**config.mk**
```make
export PLATFORM = sky130hd
export DESIGN_NAME = serial_alu_seq_flat
export DESIGN_NICKNAME = d
export VERILOG_FILES = /design/src/rtl/serial_alu_seq_if.sv /design/src/rtl/serial_alu_seq.sv /design/src/flat_wrapper.sv
export SDC_FILE = /design/constraint.sdc
export NUM_CORES = 1
export LEC_CHECK = 0
export ABC_AREA = 0
export CAP_MARGIN = 20
export CORE_MARGIN = 2
export CORE_UTILIZATION = 53
export DETAILED_ROUTE_END_ITERATION = 8
export PLACE_DENSITY = 0.84
export SLEW_MARGIN = 20
export SYNTH_ARGS = -nofsm -noshare
export SYNTH_HDL_FRONTEND = slang
export SYNTH_SLANG_ARGS = --single-unit
```
**constraint.sdc**
```tcl
create_clock -name clk -period 5.1 [get_ports clk]
set_clock_uncertainty 0.15 [all_clocks]
set_input_delay 1.02 -clock clk [delete_from_list [all_inputs] [get_ports clk]]
set_output_delay 1.02 -clock clk [all_outputs]
set_load 0.005 [all_outputs]
```
**src/rtl/serial_alu_seq_if.sv**
```systemverilog
// Word-level command handshake between a command source and serial_alu_seq.
// The master issues start/cmd/operands; the slave returns busy/done/result.
interface serial_alu_seq_if #(
  parameter int WIDTH = 8
);
  logic             start;
  logic [2:0]       cmd;
  logic [WIDTH-1:0] a;
  logic [WIDTH-1:0] b;
  logic             busy;
  logic             done;
  logic [WIDTH-1:0] y;
  logic             co;
  logic             err;

  modport master (
    output start, cmd, a, b,
    input  busy, done, y, co, err
  );

  modport slave (
    input  start, cmd, a, b,
    output busy, done, y, co, err
  );
endinterface

```
**src/rtl/serial_alu_seq.sv**
```systemverilog
// Bit-serial sequencer driving a combinational 1-bit ALU slice, LSB first,
// chaining the carry through the slice code and reassembling the result word.
module serial_alu_seq #(
  parameter int WIDTH = 8
) (
  input  logic              clk,
  input  logic              rst_n,
  serial_alu_seq_if.slave   bus,
  output logic [1:0]        slice_mode,
  output logic [1:0]        slice_opcode,
  output logic              slice_ain,
  output logic              slice_bin,
  input  logic              slice_result,
  input  logic              slice_cout
);

  localparam int IW = (WIDTH > 1) ? $clog2(WIDTH) : 1;
  localparam logic [IW-1:0] LAST = IW'(WIDTH - 1);

  typedef enum logic [1:0] {S_IDLE, S_RUN, S_DONE} state_e;
  typedef enum logic [2:0] {
    C_PASS = 3'd0, C_NOT = 3'd1, C_XOR = 3'd2, C_XNOR = 3'd3,
    C_ADD  = 3'd4, C_INC = 3'd5
  } cmd_e;

  state_e           state;
  cmd_e             cmd_q;
  logic [WIDTH-1:0] a_q;
  logic [WIDTH-1:0] b_q;
  logic [IW-1:0]    idx;
  logic             carry;
  logic             arith;
  logic             cmd_ok;

  assign arith  = (cmd_q == C_ADD) || (cmd_q == C_INC);
  assign cmd_ok = (bus.cmd <= 3'd5);

  always_ff @(posedge clk or negedge rst_n) begin
    if (!rst_n) begin
      state    <= S_IDLE;
      cmd_q    <= C_PASS;
      a_q      <= '0;
      b_q      <= '0;
      idx      <= '0;
      carry    <= 1'b0;
      bus.busy <= 1'b0;
      bus.done <= 1'b0;
      bus.y    <= '0;
      bus.co   <= 1'b0;
      bus.err  <= 1'b0;
    end else begin
      case (state)
        S_IDLE: begin
          bus.done <= 1'b0;
          bus.err  <= 1'b0;
          if (bus.start) begin
            bus.y  <= '0;
            bus.co <= 1'b0;
            if (cmd_ok) begin
              cmd_q    <= cmd_e'(bus.cmd);
              a_q      <= bus.a;
              b_q      <= bus.b;
              idx      <= '0;
              carry    <= (bus.cmd == C_INC);
              bus.busy <= 1'b1;
              state    <= S_RUN;
            end else begin
              bus.err  <= 1'b1;
              bus.done <= 1'b1;
              state    <= S_DONE;
            end
          end
        end
        S_RUN: begin
          bus.y <= {slice_result, bus.y[WIDTH-1:1]};
          idx   <= idx + IW'(1);
          // Logic ops never sample slice_cout, so an X there cannot reach carry/co.
          if (arith) carry <= slice_cout;
          if (idx == LAST) begin
            bus.busy <= 1'b0;
            bus.done <= 1'b1;
            bus.err  <= 1'b0;
            bus.co   <= arith ? slice_cout : 1'b0;
            state    <= S_DONE;
          end
        end
        S_DONE: begin
          bus.done <= 1'b0;
          bus.err  <= 1'b0;
          state    <= S_IDLE;
        end
        default: state <= S_IDLE;
      endcase
    end
  end

  always_comb begin
    slice_mode   = 2'b00;
    slice_opcode = 2'b00;
    slice_ain    = 1'b0;
    slice_bin    = 1'b0;
    if (state == S_RUN) begin
      slice_ain = a_q[idx];
      slice_bin = b_q[idx];
      case (cmd_q)
        C_PASS:  {slice_mode, slice_opcode} = 4'b0000;
        C_NOT:   {slice_mode, slice_opcode} = 4'b0001;
        C_XOR:   {slice_mode, slice_opcode} = 4'b0010;
        C_XNOR:  {slice_mode, slice_opcode} = 4'b0011;
        C_ADD:   {slice_mode, slice_opcode} = carry ? 4'b1010 : 4'b0110;
        C_INC:   {slice_mode, slice_opcode} = carry ? 4'b1000 : 4'b0100;
        default: {slice_mode, slice_opcode} = 4'b0000;
      endcase
    end
  end

endmodule

```
**src/flat_wrapper.sv**
```systemverilog
// flat-port wrapper written by rule: the top's interface ports become plain ports
module serial_alu_seq_flat 
#(
  parameter int WIDTH = 8
)
  (clk, rst_n, slice_mode, slice_opcode, slice_ain, slice_bin, slice_result, slice_cout, bus_start, bus_cmd, bus_a, bus_b, bus_busy, bus_done, bus_y, bus_co, bus_err);
  serial_alu_seq_if #(.WIDTH(WIDTH)) bus_i ();
  input  logic clk;
  input  logic rst_n;
  output logic [1:0] slice_mode;
  output logic [1:0] slice_opcode;
  output logic slice_ain;
  output logic slice_bin;
  input  logic slice_result;
  input  logic slice_cout;
  input wire logic [$bits(bus_i.start)-1:0] bus_start;
  input wire logic [$bits(bus_i.cmd)-1:0] bus_cmd;
  input wire logic [$bits(bus_i.a)-1:0] bus_a;
  input wire logic [$bits(bus_i.b)-1:0] bus_b;
  output wire logic [$bits(bus_i.busy)-1:0] bus_busy;
  output wire logic [$bits(bus_i.done)-1:0] bus_done;
  output wire logic [$bits(bus_i.y)-1:0] bus_y;
  output wire logic [$bits(bus_i.co)-1:0] bus_co;
  output wire logic [$bits(bus_i.err)-1:0] bus_err;
  assign bus_i.start = bus_start;
  assign bus_i.cmd = bus_cmd;
  assign bus_i.a = bus_a;
  assign bus_i.b = bus_b;
  assign bus_busy = bus_i.busy;
  assign bus_done = bus_i.done;
  assign bus_y = bus_i.y;
  assign bus_co = bus_i.co;
  assign bus_err = bus_i.err;
  serial_alu_seq #(.WIDTH(WIDTH)) u_core (.clk(clk), .rst_n(rst_n), .bus(bus_i), .slice_mode(slice_mode), .slice_opcode(slice_opcode), .slice_ain(slice_ain), .slice_bin(slice_bin), .slice_result(slice_result), .slice_cout(slice_cout));
endmodule
```
==> run summary, run 1 <==
status: completed
CTS Buffer Depth: 2
DPL Wire Length: 2.65 mm
num ports: 42
CTS tree: built
CTS clk-pin slew, worst paths: 120 ps
global-route usage over all layers: 0.208
leakage: 0.997 nW
Fillers: 246
CP Launch Type: register
DRT Pass-1 Iters: 4
layout cells sized above 1: 0.225
H-tree levels: 2
largest net degree at the start of global routing: 38
FF+latch count, synth: 37
worst setup path startpoint: u_core.state[1]$_DFFE_PN0P_
Rel. slew slack: 0.599
# hold bufs at CTS: 0
pin slew with the least headroom to its limit: 600 ps
Die Wd: 62.7 um
Peak VDD IR: 0.303 mV
critical path arrival: 2450 ps
CP most frequent cell: inv_1
Max Clk Rate: 276 MHz
Syn-to-layout area delta: 28.9%
root buffer cell: clkbuf_4
fin crit share: 0.710
Initial DRC Count: 71
Routability Congestion: 0.901
final wirelength: 3.76 mm
fin crit period: 3620 ps
Critical Path RT: 3930 ps
post-CTS setup buffer count: 0
GRT overflow: 0
Syn Inst Count: 142
row count: 21
Nets: 215
design area: 0.00235 mm^2
via count: 1,325
# setup viols final: 0
FF-to-FF Start: u_core.state[0]$_DFFE_PN0P_
WS Path Type: register to primary output
Synth Warn #: 0
first-pass GRT wire length: 6.47 mm
core area: 0.00331 mm^2
worst skew pair latency: 340 ps
initial antenna violation count: 0
Via density: 5.69
Initial Util: 0.551
fraction of registers with async set/reset: 1.00
CTS buffer count: 5
Die Y: 62.7 um
n_diodes: 0
register area share after synthesis: 0.507
placed inst area: 0.00226 mm^2
Critical Path Fanout Max: 15
PostCTS Resize Cnt: 0
Synth Cell Area: 0.00183 mm^2
unrepaired setup endpoints after global routing: false
Crit. End Element: primary output
Routed WL per cell: 16.1 um
fin. max-slew vios: 0
Synth Net Count: 171
CP cell instances: inv_1 -> ha_1 -> inv_1 -> a311oi_1 -> clkdlybuf4s50_1
Hold WC Path Type: register to register
pwr dens: 509 mW/mm^2
Max-Cap Viols: 0
DIE AREA: 0.00393 mm^2
Setup TNS: 0 ps
Unique masters post-synth: 41
DRT antenna net count: 0
CTS Sinks: 37
CP max-delay cell: clkdlybuf4s50_1
hold violation total from the final report: 0
min-delay src: u_core.bus.done$_DFFE_PN0P_
via count of the first global-routing pass: 1,354
EDFF count, synth: 0
Largest stage delay, worst path: 560 ps
DR DRC count: 0
synthesized area per cell: 12.9 um^2
Primary FF master, synth: dfrtp_1
IO buf count: 41
flip-flops by register name, summed over array words and instances, names as in the netlist:
| signal | count |
|---|---|
| u_core.carry | 1 |
| u_core.bus.y | 8 |
| u_core.cmd_q | 3 |
| u_core.bus.done | 1 |
| u_core.bus.err | 1 |
| u_core.a_q | 8 |
| u_core.state | 2 |
| u_core.idx | 3 |
| u_core.bus.co | 1 |
| u_core.bus.busy | 1 |
| u_core.b_q | 8 |
cells by family (layout without fill, tap and decap cells):
logic type	Yosys count	count (layout)	synth area share
flops	37	37	0.507
compound gates	35	35	0.154
simple gates	28	28	0.0980
mux	27	27	0.176
buf+inv	10	55	0.0302
fa+ha+maj	5	5	0.0343
synth_stat cells, types with 3 or more instances:
master	count	area (um^2)
mux2i_1	4	40.0
a21oi_1	5	25.0
nor2_1	6	22.5
ha_1	5	62.6
nand2b_1	3	18.8
dfrtp_1	37	926
mux2_2	21	236
nor2b_1	3	18.8
a22o_1	10	87.6
inv_1	5	18.8
a311oi_1	3	26.3
nand2_1	4	15.0
placed cells by master, fill, tap and decap left out, types with 2 or more instances in the layout:
master	synthesis	final
a21oi_1	5	5
o21ai_0	2	2
mux2_2	21	21
nor2_1	6	6
clkbuf_4	0	5
o22ai_1	2	2
nand2_1	4	4
nand2b_1	3	3
nor3b_1	2	2
dfrtp_1	37	37
a311oi_1	3	3
inv_1	5	5
clkdlybuf4s50_1	0	41
mux2i_1	4	4
ha_1	5	5
o22a_2	2	2
mux4_2	2	2
a22o_1	10	10
a31oi_1	2	2
nor2b_1	3	3
stage by stage:
stage / power [mW] / instances / hold WS [ps] / utilization / setup slack [ps]
6_report: 1.20 / 233 / 367 / 0.711 / 1480
4_1_cts: 1.19 / 233 / 370 / 0.711 / 1490
3_3_place_gp: 0.944 / 225 / 335 / 0.684 / 2050
5_1_grt: 1.28 / 233 / 390 / 0.711 / 1280
3_5_place_dp: 0.975 / 225 / 344 / 0.684 / 1890
2_1_floorplan: 0.833 / 142 / 325 / - / 2770
area by class of cell:
type	instances	area (um^2)	share of cell area
flip-flops and latches	37	926	0.393
multi-input cells	95	845	0.359
repair buffers	42	418	0.178
well taps	46	57.6	0.0245
clock buffers	6	51.3	0.0218
clock inverters	2	37.5	0.0159
inverters	5	18.8	0.00797
where the power goes:
group	switching, mW	internal [mW]
sequential	0.0908	0.402
clock	0.104	0.117
combinational	0.217	0.267
total	0.412	0.786
path summary, 6_finish.rpt:
path / to / slack [ps] / cells past startpoint
max in group asynchronous: u_core.a_q[6]$_DFFE_PN0P_ / 3540 / 2
hold / removal: u_core.bus.done$_DFFE_PN0P_ / 370 / 1
setup reg to reg: u_core.b_q[1]$_DFFE_PN0P_ / 2860 / 5
hold reg to reg: u_core.bus.done$_DFFE_PN0P_ / 370 / 1
min in group asynchronous: u_core.cmd_q[1]$_DFFE_PN0P_ / 940 / 2
setup / recovery: slice_bin / 1480 / 5
layer usage:
layer,up-vias,global-route usage,part of all wire
li1,622,-,-
met1,654,0.270,0.45
met2,49,0.345,0.50
met3,0,0.0595,0.050
met4,0,0.0528,0
met5,-,0,0
worst max-delay path: cells and delay by family, from the launching register on:
| kind | cells | cell delay, ps |
|---|---|---|
| adder cells (fa/ha/maj) | 1 | 480 |
| AO/OA/AOI/OAI | 1 | 300 |
| flip-flops | 1 | 420 |
| buffers and inverters | 3 | 920 |
(Power assumes the default switching activity.)
==> run 2, diff against run 1 <==
- CORE_UTILIZATION: 53 -> 45
- PLACE_DENSITY: 0.84 -> 0.76
- clock period: 5.1 -> 3.31 ns (I/O delays scaled with it)
==> run summary, run 2 (same netlist as run 1, synthesis figures left out) <==
status: completed
core area: 0.00394 mm^2
GRT overflow: 0
hold_ws: 356 ps
final design utilization: 0.599
Die Y: 67.7 um
Syn-to-layout area delta: 29.5%
Routability Congestion: 0.711
DRT Pass-1 Iters: 4
DPL Wire Length: 2.51 mm
largest net degree at the start of global routing: 38
CTS buffer count: 5
IO buf count: 41
min setup slack post-route: 457 ps
Placed Cells: 230
Crit. End Element: primary output
Place WS: 720 ps
worst skew pair latency: 280 ps
fin. max-slew vios: 0
met3 usage: 0.0567
Largest regs: u_core.a_q x8, u_core.b_q x8, u_core.bus.y x8
Fillers: 306
pwr dens: 762 mW/mm^2
# setup viols final: 0
Initial Util: 0.463
Setup TNS: 0 ps
design area: 0.00236 mm^2
fin crit share: 0.862
Routed WL per cell: 14.6 um
CTS tree: built
met1 usage in global routing: 0.217
FF+latch area: 926 um^2
unrepaired setup endpoints after global routing: false
via count: 1,270
pin slew with the least headroom to its limit: 571 ps
layout cells sized above 1: 0.219
H-tree levels: 2
Critical Path End: slice_bin
via count of the first global-routing pass: 1,328
Hold WC Path Type: register to register
most frequent cells in the layout: clkdlybuf4s50_1, dfrtp_1, mux2_2
CP Launch Type: register
WS Path Type: register to primary output
first-pass GRT wire length: 5.96 mm
DIE AREA: 0.00458 mm^2
fin crit period: 2850 ps
# hold bufs at CTS: 0
CTS Buffer Depth: 2
post-CTS setup buffer count: 0
Peak VDD IR: 0.462 mV
num ports: 42
initial antenna violation count: 0
DR DRC count: 0
met2 GRT Util: 0.288
FF-to-FF Start: u_core.state[1]$_DFFE_PN0P_
CTS Sinks: 37
FF-to-FF path depth: 5
PostCTS Resize Cnt: 0
Worst R2R Setup Slack: 1100 ps
placed inst area: 0.00228 mm^2
CTS clk-pin slew, worst paths: 70 ps
reg-to-reg endpoint: u_core.b_q[0]$_DFFE_PN0P_
final wirelength: 3.45 mm
n_diodes: 0
Critical Path RT: 2500 ps
Initial DRC Count: 55
worst setup path startpoint: u_core.idx[1]$_DFFE_PN0P_
Max-Cap Viols: 0
Die Wd: 67.7 um
Critical Path Fanout Max: 7
Final Non-Filler Cells: 237
root buffer cell: clkbuf_8
Max Clk Rate: 351 MHz
Rel. slew slack: 0.619
DRT antenna net count: 0
row count: 23
area of the multi-input gates: 845 um^2
Via density: 5.36
Nets: 216
hold violation total from the final report: 0
Power, Total: 1.80 mW
global-route usage over all layers: 0.176
commonest non-fill, non-tap cell in the layout: clkdlybuf4s50_1
busiest grt layer: met2
critical path arrival: 2040 ps
leakage: 1.00 nW
==> run 2: cell count changes in the layout (fill, tap and decap cells not counted), sizes merged <==
cell | before | now
buf | 1 | 2
bufinv | 1 | 0
clkbuf | 6 | 7
clkinvlp | 1 | 0
==> run 2: report_power, final <==
part / switching (mW) / leakage, nW / internal (mW)
combinational: 0.317 / 0.496 / 0.415
clock: 0.148 / 0.0443 / 0.165
sequential: 0.136 / 0.462 / 0.622
==> run 2: worst min-delay path by stage <==
stage                               from                        end  cells past startpoint
3_5_place_dp   u_core.b_q[5]$_DFFE_PN0P_  u_core.b_q[5]$_DFFE_PN0P_                      1
3_3_place_gp   u_core.b_q[5]$_DFFE_PN0P_  u_core.b_q[5]$_DFFE_PN0P_                      1
2_1_floorplan                      rst_n  u_core.a_q[0]$_DFFE_PN0P_                      0
6_report       u_core.b_q[4]$_DFFE_PN0P_  u_core.b_q[4]$_DFFE_PN0P_                      1
4_1_cts        u_core.b_q[5]$_DFFE_PN0P_  u_core.b_q[5]$_DFFE_PN0P_                      1
5_1_grt        u_core.a_q[1]$_DFFE_PN0P_  u_core.a_q[1]$_DFFE_PN0P_                      1
==> run 2: metal layers <==
layer | part of all wire | vias to the layer above
li1 | - | 617
met1 | 0.44 | 620
met2 | 0.51 | 31
met3 | 0.040 | 2
met4 | 0.0061 | 0
met5 | 0 | -
==> run 2: area by class of cell <==
cell class / count / share of cell area
Timing Repair Buffer: 43 / 0.180
Tap cell: 50 / 0.0265
Clock buffer: 7 / 0.0365
Inverter: 5 / 0.00794
Sequential cell: 37 / 0.392
Multi-Input combinational cell: 95 / 0.357
==> run 2: critical path: stages (launching register included) <==
cell and delay (ps):
dfrtp_1 470, mux4_2 370, o22ai_1 70, a311oi_1 280, clkdlybuf4s50_1 560
==> run 3, diff against run 2 <==
- CAP_MARGIN: 20 -> 5
==> results of run 3 <==
Same layout as run 2: the final DEF is identical, and so are final timing and power.
